`src/rtl/nanop_out_port_if.sv`:
```
// Output-port bus between the nano-processor controller and the OUT FIFO.
// The master drives write/clear/ready; the slave returns data, status and stall.
interface nanop_out_port_if #(
  parameter int DEPTH = 8
) ();
  localparam int CW = $clog2(DEPTH) + 1;

  logic          out_we;
  logic [7:0]    out_data;
  logic [7:0]    dout;
  logic          dout_valid;
  logic          dout_ready;
  logic [CW-1:0] count;
  logic          overflow;
  logic          clr_ovf;
  logic          stall;

  modport master (
    output out_we,
    output out_data,
    output dout_ready,
    output clr_ovf,
    input  dout,
    input  dout_valid,
    input  count,
    input  overflow,
    input  stall
  );

  modport slave (
    input  out_we,
    input  out_data,
    input  dout_ready,
    input  clr_ovf,
    output dout,
    output dout_valid,
    output count,
    output overflow,
    output stall
  );
endinterface

```
`src/rtl/nanop_out_port.sv`:
```
// OUT-instruction byte FIFO with sticky overflow and optional full stall.
// Define NANOP_OUT_STALL_EN to drive stall from the full condition.
module nanop_out_port #(
  parameter int DEPTH = 8
) (
  input  logic           clk,
  input  logic           reset_n,
  nanop_out_port_if.slave bus
);
  localparam int AW = $clog2(DEPTH);
  localparam int CW = AW + 1;
  localparam logic [CW-1:0] FULL = CW'(DEPTH);

  logic [7:0]    r_mem [DEPTH];
  logic [AW-1:0] r_wptr;
  logic [AW-1:0] r_rptr;
  logic [CW-1:0] r_count;
  logic          r_ovf;

  logic w_full;
  logic w_empty;
  logic w_rd;
  logic w_wr;
  logic w_drop;

  assign w_full  = (r_count == FULL);
  assign w_empty = (r_count == '0);
  assign w_rd    = !w_empty && bus.dout_ready;
  // A read in the same edge frees a slot, so full still accepts.
  assign w_wr    = bus.out_we && (!w_full || w_rd);
  assign w_drop  = bus.out_we && w_full && !w_rd;

  always_ff @(posedge clk) begin
    if (w_wr) r_mem[r_wptr] <= bus.out_data;
  end

  always_ff @(posedge clk or negedge reset_n) begin
    if (!reset_n) begin
      r_wptr  <= '0;
      r_rptr  <= '0;
      r_count <= '0;
    end else begin
      if (w_wr) r_wptr <= r_wptr + 1'b1;
      if (w_rd) r_rptr <= r_rptr + 1'b1;
      unique case ({w_wr, w_rd})
        2'b10:   r_count <= r_count + 1'b1;
        2'b01:   r_count <= r_count - 1'b1;
        default: r_count <= r_count;
      endcase
    end
  end

  always_ff @(posedge clk or negedge reset_n) begin
    if (!reset_n)         r_ovf <= 1'b0;
    else if (w_drop)      r_ovf <= 1'b1;
    else if (bus.clr_ovf) r_ovf <= 1'b0;
  end

  assign bus.dout       = r_mem[r_rptr];
  assign bus.dout_valid = !w_empty;
  assign bus.count      = r_count;
  assign bus.overflow   = r_ovf;

`ifdef NANOP_OUT_STALL_EN
  assign bus.stall = w_full;
`else
  assign bus.stall = 1'b0;
`endif
endmodule

```
`src/flat_wrapper.sv`:
```
// flat-port wrapper written by rule: the top's interface ports become plain ports
module nanop_out_port_flat 
#(
  parameter int DEPTH = 8
)
  (clk, reset_n, bus_out_we, bus_out_data, bus_dout_ready, bus_clr_ovf, bus_dout, bus_dout_valid, bus_count, bus_overflow, bus_stall);
  nanop_out_port_if #(.DEPTH(DEPTH)) bus_i ();
  input  logic clk;
  input  logic reset_n;
  input wire logic [$bits(bus_i.out_we)-1:0] bus_out_we;
  input wire logic [$bits(bus_i.out_data)-1:0] bus_out_data;
  input wire logic [$bits(bus_i.dout_ready)-1:0] bus_dout_ready;
  input wire logic [$bits(bus_i.clr_ovf)-1:0] bus_clr_ovf;
  output wire logic [$bits(bus_i.dout)-1:0] bus_dout;
  output wire logic [$bits(bus_i.dout_valid)-1:0] bus_dout_valid;
  output wire logic [$bits(bus_i.count)-1:0] bus_count;
  output wire logic [$bits(bus_i.overflow)-1:0] bus_overflow;
  output wire logic [$bits(bus_i.stall)-1:0] bus_stall;
  assign bus_i.out_we = bus_out_we;
  assign bus_i.out_data = bus_out_data;
  assign bus_i.dout_ready = bus_dout_ready;
  assign bus_i.clr_ovf = bus_clr_ovf;
  assign bus_dout = bus_i.dout;
  assign bus_dout_valid = bus_i.dout_valid;
  assign bus_count = bus_i.count;
  assign bus_overflow = bus_i.overflow;
  assign bus_stall = bus_i.stall;
  nanop_out_port #(.DEPTH(DEPTH)) u_core (.clk(clk), .reset_n(reset_n), .bus(bus_i));
endmodule
```
`config.mk`:
```
export PLATFORM = sky130hd
export DESIGN_NAME = nanop_out_port_flat
export DESIGN_NICKNAME = d
export VERILOG_FILES = /design/src/rtl/nanop_out_port_if.sv /design/src/rtl/nanop_out_port.sv /design/src/flat_wrapper.sv
export SDC_FILE = /design/constraint.sdc
export NUM_CORES = 1
export LEC_CHECK = 0
export ABC_AREA = 1
export BUFFER_PORTS_ARGS = -buffer_cell sky130_fd_sc_hd__buf_4
export CAP_MARGIN = 20
export CORE_MARGIN = 1.5
export CORE_UTILIZATION = 42
export CTS_CLUSTER_SIZE = 14
export DETAILED_ROUTE_END_ITERATION = 16
export SETUP_SLACK_MARGIN = 0.05
export SYNTH_ARGS = -nofsm -noshare
export SYNTH_HDL_FRONTEND = slang
export SYNTH_SLANG_ARGS = --single-unit
```
`constraint.sdc`:
```
create_clock -name clk -period 1.75 [get_ports clk]
set_clock_uncertainty 0.15 [all_clocks]
set_input_delay 0.175 -clock clk [delete_from_list [all_inputs] [get_ports clk]]
set_output_delay 0.175 -clock clk [all_outputs]
set_load 0.005 [all_outputs]
```
==> key figures, run 1 <==
Critical path
  – RR Startpoint: u_core.bus.count[1]$_DFFE_PN0P_
  – FF-to-FF setup slack: 0.07 ns
  – Worst setup path class: reg -> out
  – Setup crit start: u_core.r_rptr[0]$_DFFE_PN0N_
  – Worst Setup End Kind: output pin
  – FF-to-FF path depth: 13
  – Reg-to-reg endpoint: u_core.bus.count[2]$_DFFE_PN0P_
  – Crit start category: flip-flop
  – Crit path DAT: 1.59 ns
  – Required @ worst endpoint: 1.42 ns
  – Crit path max fanout: 5

Power
  – Maximum vdd drop: 0.8251 mV
  – Total power: 6.867 mW
  – PwrDens: 1605 nW/µm²
  – LEAKAGE: 1.636 nW

Finish
  – Non-Filler Instances: 430
  – Fin nets: 343
  – Share of layout cells above drive strength 1: 37.46%
  – Design Area, Final: 4279 µm²
  – Most common cell after layout, fill and taps aside: edfxtp_1
  – # diodes: 0
  – Area Overhead vs Synth: 34.12%
  – Most frequent cells in the layout: edfxtp_1, nand2_1, buf_4, nor2_1, nor2_2
  – Fin util: 58.68%

Routing
  – Starting DRT DRC Count: 80
  – Vias per inst: 5.021
  – DRC: 0
  – WL/cell: 16.24 µm
  – Pre-antenna DRT Iters: 4
  – Final wirelength: 6983 µm
  – Vias: 2159
  – Antenna-violating nets left: 0

Floorplanning
  – CORE AREA: 7292 µm²
  – Die height: 90.16 µm
  – I/O Pins: 28
  – Die Area: 8129 µm²
  – Starting Density: 43.75%
  – # rows: 31
  – Die X: 90.16 µm

Global routing
  – Initial antenna violation count: 0
  – Grt ovf: 0
  – First-pass GRT wire length: 11060 µm
  – Largest net degree at the start of global routing: 35
  – Global router's overall resource usage: 18.12%
  – Vias in the first global route: 2217

Clock network
  – Clock latency on the worst-skew pair: 0.34 ns
  – Number of buffers created by CTS: 9
  – H-tree depth: 3
  – Clock Path Buffers: 2
  – TritonCTS clock tree: yes
  – Clock transition at the registers of the reported paths: 0.07 ns
  – Clock root cell: clkbuf_8
  – Num Clock Sinks: 75

Min path
  – Hold Path Cell Cnt: 3
  – Hold path endpoint: u_core.r_rptr[2]$_DFFE_PN0N_
  – Hold Crit Class: in -> reg
  – Min-delay src: bus_dout_ready

STA
  – Final Hold Viols: 0
  – Final setup fails: 8
  – Fin. max-slew vios: 0
  – Final WS setup: -0.1674 ns
  – Maximum clock rate: 521.5 MHz
  – RSZ-0062 raised after global routing: yes
  – WHS: 0.03044 ns
  – Tcrit/Tclk final: 109.6%
  – Min Tclk post-route: 1.917 ns

Placement
  – # port buffers: 26
  – DP Wirelength: 4455 µm
  – Routability cong.: 0.7720
  – Dpl cells: 396
  – Placed cell areas: 3640 µm²

Logic synthesis
  – Yosys Warn Count: 0
  – Post-Syn Area: 3191 µm²
  – Syn avg cell area: 12.27 µm²
  – Synth unique cells: 28
  – Synth Instances: 260
  – Sequential-to-total area share from yosys stat: 68.86%
  – Net Count, Synth: 276
  – #FFs+latches synth: 75

Run
  – Max_cap viols: 0

Status
  – Status: finished with violations
  – Failing checks: negative setup slack
[cell type report]
type / count / area, µm²
clock buffers: 11 / 131.4
inverters: 14 / 61.31
multi-input cells: 160 / 1085
well taps: 99 / 123.9
clock inverters: 4 / 42.54
fillers: 655 / 3013
repair buffers: 67 / 635.6
flip-flops and latches: 75 / 2200
[per-layer routing]
metal / up-vias / routed length, µm / global-route usage [%] / part of all wire [%]
li1: 1049 / - / - / -
met5: - / 0 / 0 / 0
met3: 14 / 292 / 4.738 / 4.2
met4: 0 / 148 / 6.481 / 2.1
met1: 1043 / 3189 / 23.60 / 46
met2: 53 / 3352 / 29.29 / 48
[state kept, by name (all words and copies together), names as in the netlist]
| name | count |
|---|---|
| u_core.r_mem | 64 |
| u_core.bus.overflow | 1 |
| u_core.r_rptr | 3 |
| u_core.bus.count | 4 |
| u_core.r_wptr | 3 |
[logic make-up after synthesis]
group                      Yosys count  share of synthesized area (%)
AOI/OAI and AO/OA                   35                          6.784
xor gates and xnor gates             4                          1.098
adders and majority gates            3                          1.177
buffers and inverters               25                          3.529
DFF                                 75                          68.86
muxes                                9                          2.863
other                                1                         0.1175
and+or+nand+nor                    108                          15.57
[stage by stage]
step | TNS (ns) | worst slack [ns]
finish | -1.157 | -0.1674
global route | -1.849 | -0.2413
CTS | -1.309 | -0.1770
detailed placement | 0 | 0.05216
global placement | 0 | 0.06606
floorplan | -0.2359 | -0.007375
[cells in the mapped netlist]
cell type   n  area share, %
edfxtp_1   64             60
nand2_1    48            5.6
nor2_1     36            4.2
o21ai_0    17            2.7
inv_1      12            1.4
dfrtp_1    11            8.6
o22ai_1     9            1.8
mux2i_1     8            2.5
o32ai_1     8            2.2
buf_2       6           0.94
nor2_2      6            1.2
nand3_1     4           0.63
nand4_1     4           0.78
xor2_1      4            1.1
buf_4       3           0.71
ha_1        3            1.2
nand2_2     3           0.59
clkbuf_1    2           0.24
nand2_4     2           0.71
nand3_2     2           0.63
clkinv_1    1           0.12
conb_1      1           0.12
inv_2       1           0.12
mux2_1      1           0.35
nand3_4     1           0.55
nor2_4      1           0.35
o21ai_1     1           0.16
or2_4       1           0.27
[critical path: stages, from the launching register on]
cell and delay [ns]:
dfrtp_2 0.46, clkinv_4 0.11, buf_12 0.12, nor2_1 0.05, o32ai_2 0.23, nand2_1 0.09, nand2_1 0.09, buf_6 0.09
[report_power, final]
group / switching (mW) / total (mW) / internal (mW)
clock: 0.585 / 1.23 / 0.640
sequential: 0.186 / 2.45 / 2.27
combinational: 1.68 / 3.19 / 1.51
total: 2.45 / 6.87 / 4.41
[worst max path at each step]
stage | endpoint | slack (ns)
CTS | bus_dout[6] | -0.18
finish | bus_dout[7] | -0.17
global route | bus_dout[5] | -0.24
detailed placement | u_core.bus.count[2]$_DFFE_PN0P_ | 0.05
floorplan | u_core.r_mem[5][0]$_DFFE_PP_ | -0.007
global placement | u_core.r_mem[1][5]$_DFFE_PP_ | 0.07
[repair_timing]
item	CTS	global route
pin swaps	2	18
gates cloned	1	1
hold buffers	11	0
buffers inserted	3	4
endpoints found under the setup margin	9	74
endpoints found under the hold margin	77	0
gates resized for setup	13	65
No activity file was read; power rests on OpenSTA's default activity.
==> inputs of run 2 (changes only) <==
- PLACE_DENSITY: unset -> 0.63
==> key figures, run 2 (synthesis results as in run 1) <==
Critical path
  – Worst Setup End Kind: output pin
  – Crit start category: flip-flop
  – Required @ worst endpoint: 1.42 ns
  – Worst setup path class: reg -> out
  – Crit path DAT: 1.64 ns
  – Crit path max fanout: 6

Clock network
  – Num Clock Sinks: 75
  – Clock Path Buffers: 2
  – Clock root cell: clkbuf_8
  – Number of buffers created by CTS: 9
  – TritonCTS clock tree: yes
  – Clock transition at the registers of the reported paths: 0.08 ns
  – Clock latency on the worst-skew pair: 0.34 ns
  – H-tree depth: 3

Run
  – Max_cap viols: 0

Routing
  – Vias: 2239
  – DRC: 0
  – Starting DRT DRC Count: 100
  – Vias per inst: 5.112
  – Antenna-violating nets left: 0
  – Final wirelength: 7185 µm
  – WL/cell: 16.40 µm
  – Pre-antenna DRT Iters: 5

Placement
  – Placed cell areas: 3625 µm²
  – Dpl cells: 394
  – DP Wirelength: 4164 µm
  – # port buffers: 26
  – Routability cong.: 0.8164

STA
  – Tcrit/Tclk final: 112.4%
  – Final WS setup: -0.2170 ns
  – RSZ-0062 raised after global routing: yes
  – Fin. max-slew vios: 0
  – Maximum clock rate: 508.4 MHz
  – Final Hold Viols: 0
  – Final setup fails: 8
  – Min Tclk post-route: 1.967 ns

Floorplanning
  – I/O Pins: 28
  – Die height: 90.16 µm
  – Starting Density: 43.75%
  – CORE AREA: 7292 µm²
  – Die Area: 8129 µm²
  – # rows: 31
  – Die X: 90.16 µm

Finish
  – Non-Filler Instances: 438
  – Design Area, Final: 4398 µm²
  – Area Overhead vs Synth: 37.84%
  – Fin nets: 350
  – Max FFs per register: 64
  – Reg with most FFs: u_core.r_mem
  – Most common cell after layout, fill and taps aside: edfxtp_1
  – Most frequent cells in the layout: edfxtp_1, buf_4, nand2_1, nor2_1, nor2_2
  – Share of layout cells above drive strength 1: 39.82%
  – # diodes: 0

Power
  – Maximum vdd drop: 0.9000 mV
  – LEAKAGE: 1.718 nW
  – PwrDens: 1682 nW/µm²

Status
  – Failing checks: negative setup slack
  – Status: finished with violations

Global routing
  – Global router's overall resource usage: 16.76%
  – Grt ovf: 0
  – Initial antenna violation count: 0
  – Vias in the first global route: 2042
  – First-pass GRT wire length: 10360 µm
  – Largest net degree at the start of global routing: 35

Min path
  – Hold Crit Class: in -> reg
-- run 2: per-stage QoR --
stage | TNS, ns | util [%] | hold WS (ns) | power [mW] | worst slack [ns]
3_3_place_gp | 0 | 49.71 | -0.1290 | 4.888 | 0.09299
4_1_cts | -1.300 | 54.62 | 0.01785 | 6.531 | -0.1831
5_1_grt | -1.971 | 60.31 | 0.02437 | 7.813 | -0.2715
6_report | -1.386 | 60.31 | 0.02626 | 7.399 | -0.2170
3_5_place_dp | 0 | 49.71 | -0.1252 | 4.910 | 0.05961
2_1_floorplan | -0.2359 | - | -0.2706 | 3.915 | -0.007375
-- run 2: worst max-delay path, stage by stage (launching register included) --
cell	delay [ns]
dfrtp_2	0.45
inv_2	0.10
buf_6	0.15
buf_4	0.12
nor2_1	0.04
o22ai_1	0.17
nand2_1	0.09
nand2_2	0.08
buf_6	0.09
-- run 2: worst paths after layout --
kind                            depth (start not counted)                         endpoint                            start  slack (ns)
worst max-delay path                                    8                      bus_dout[6]     u_core.r_rptr[0]$_DFFE_PN0N_       -0.22
worst min register to register                          2  u_core.bus.overflow$_DFFE_PN0P_  u_core.bus.overflow$_DFFE_PN0P_        0.40
min in group asynchronous                               2  u_core.bus.overflow$_DFFE_PN0P_                          reset_n        0.04
worst max register to register                          6     u_core.r_mem[2][2]$_DFFE_PP_  u_core.bus.count[2]$_DFFE_PN0P_        0.07
max in group asynchronous                               2     u_core.r_rptr[0]$_DFFE_PN0N_                          reset_n        1.24
worst min-delay path                                    3     u_core.r_rptr[2]$_DFFE_PN0N_                   bus_dout_ready        0.03
-- run 2: report_power, final --
| group | switching [mW] | total [mW] | internal (mW) |
|---|---|---|---|
| combinational | 1.73 | 3.37 | 1.63 |
| sequential | 0.187 | 2.45 | 2.27 |
| clock | 0.636 | 1.58 | 0.944 |
-- run 2: timing repair --
action / CTS / global route
pin swaps: 0 / 36
gates resized for setup: 2 / 80
cloned: 0 / 1
buffers inserted: 0 / 16
endpoints found under the hold margin: 77 / 0
hold buffers: 11 / 0
setup endpoints to repair: 8 / 74
-- run 2: routing by layer --
| metal | global-route usage [%] | share of wire (%) |
|---|---|---|
| met4 | 6.614 | 1.6 |
| met2 | 26.58 | 51 |
| met5 | 0 | 0 |
| met3 | 4.315 | 4.0 |
| met1 | 22.05 | 44 |
-- run 2: final cells by class --
class | count | area (µm²)
Tap cell | 99 | 123.9
Inverter | 14 | 56.30
Clock buffer | 9 | 123.9
Timing Repair Buffer | 74 | 710.7
Clock inverter | 7 | 116.4
Sequential cell | 75 | 2201
Multi-Input combinational cell | 160 | 1066
Fill cell | 609 | 2894
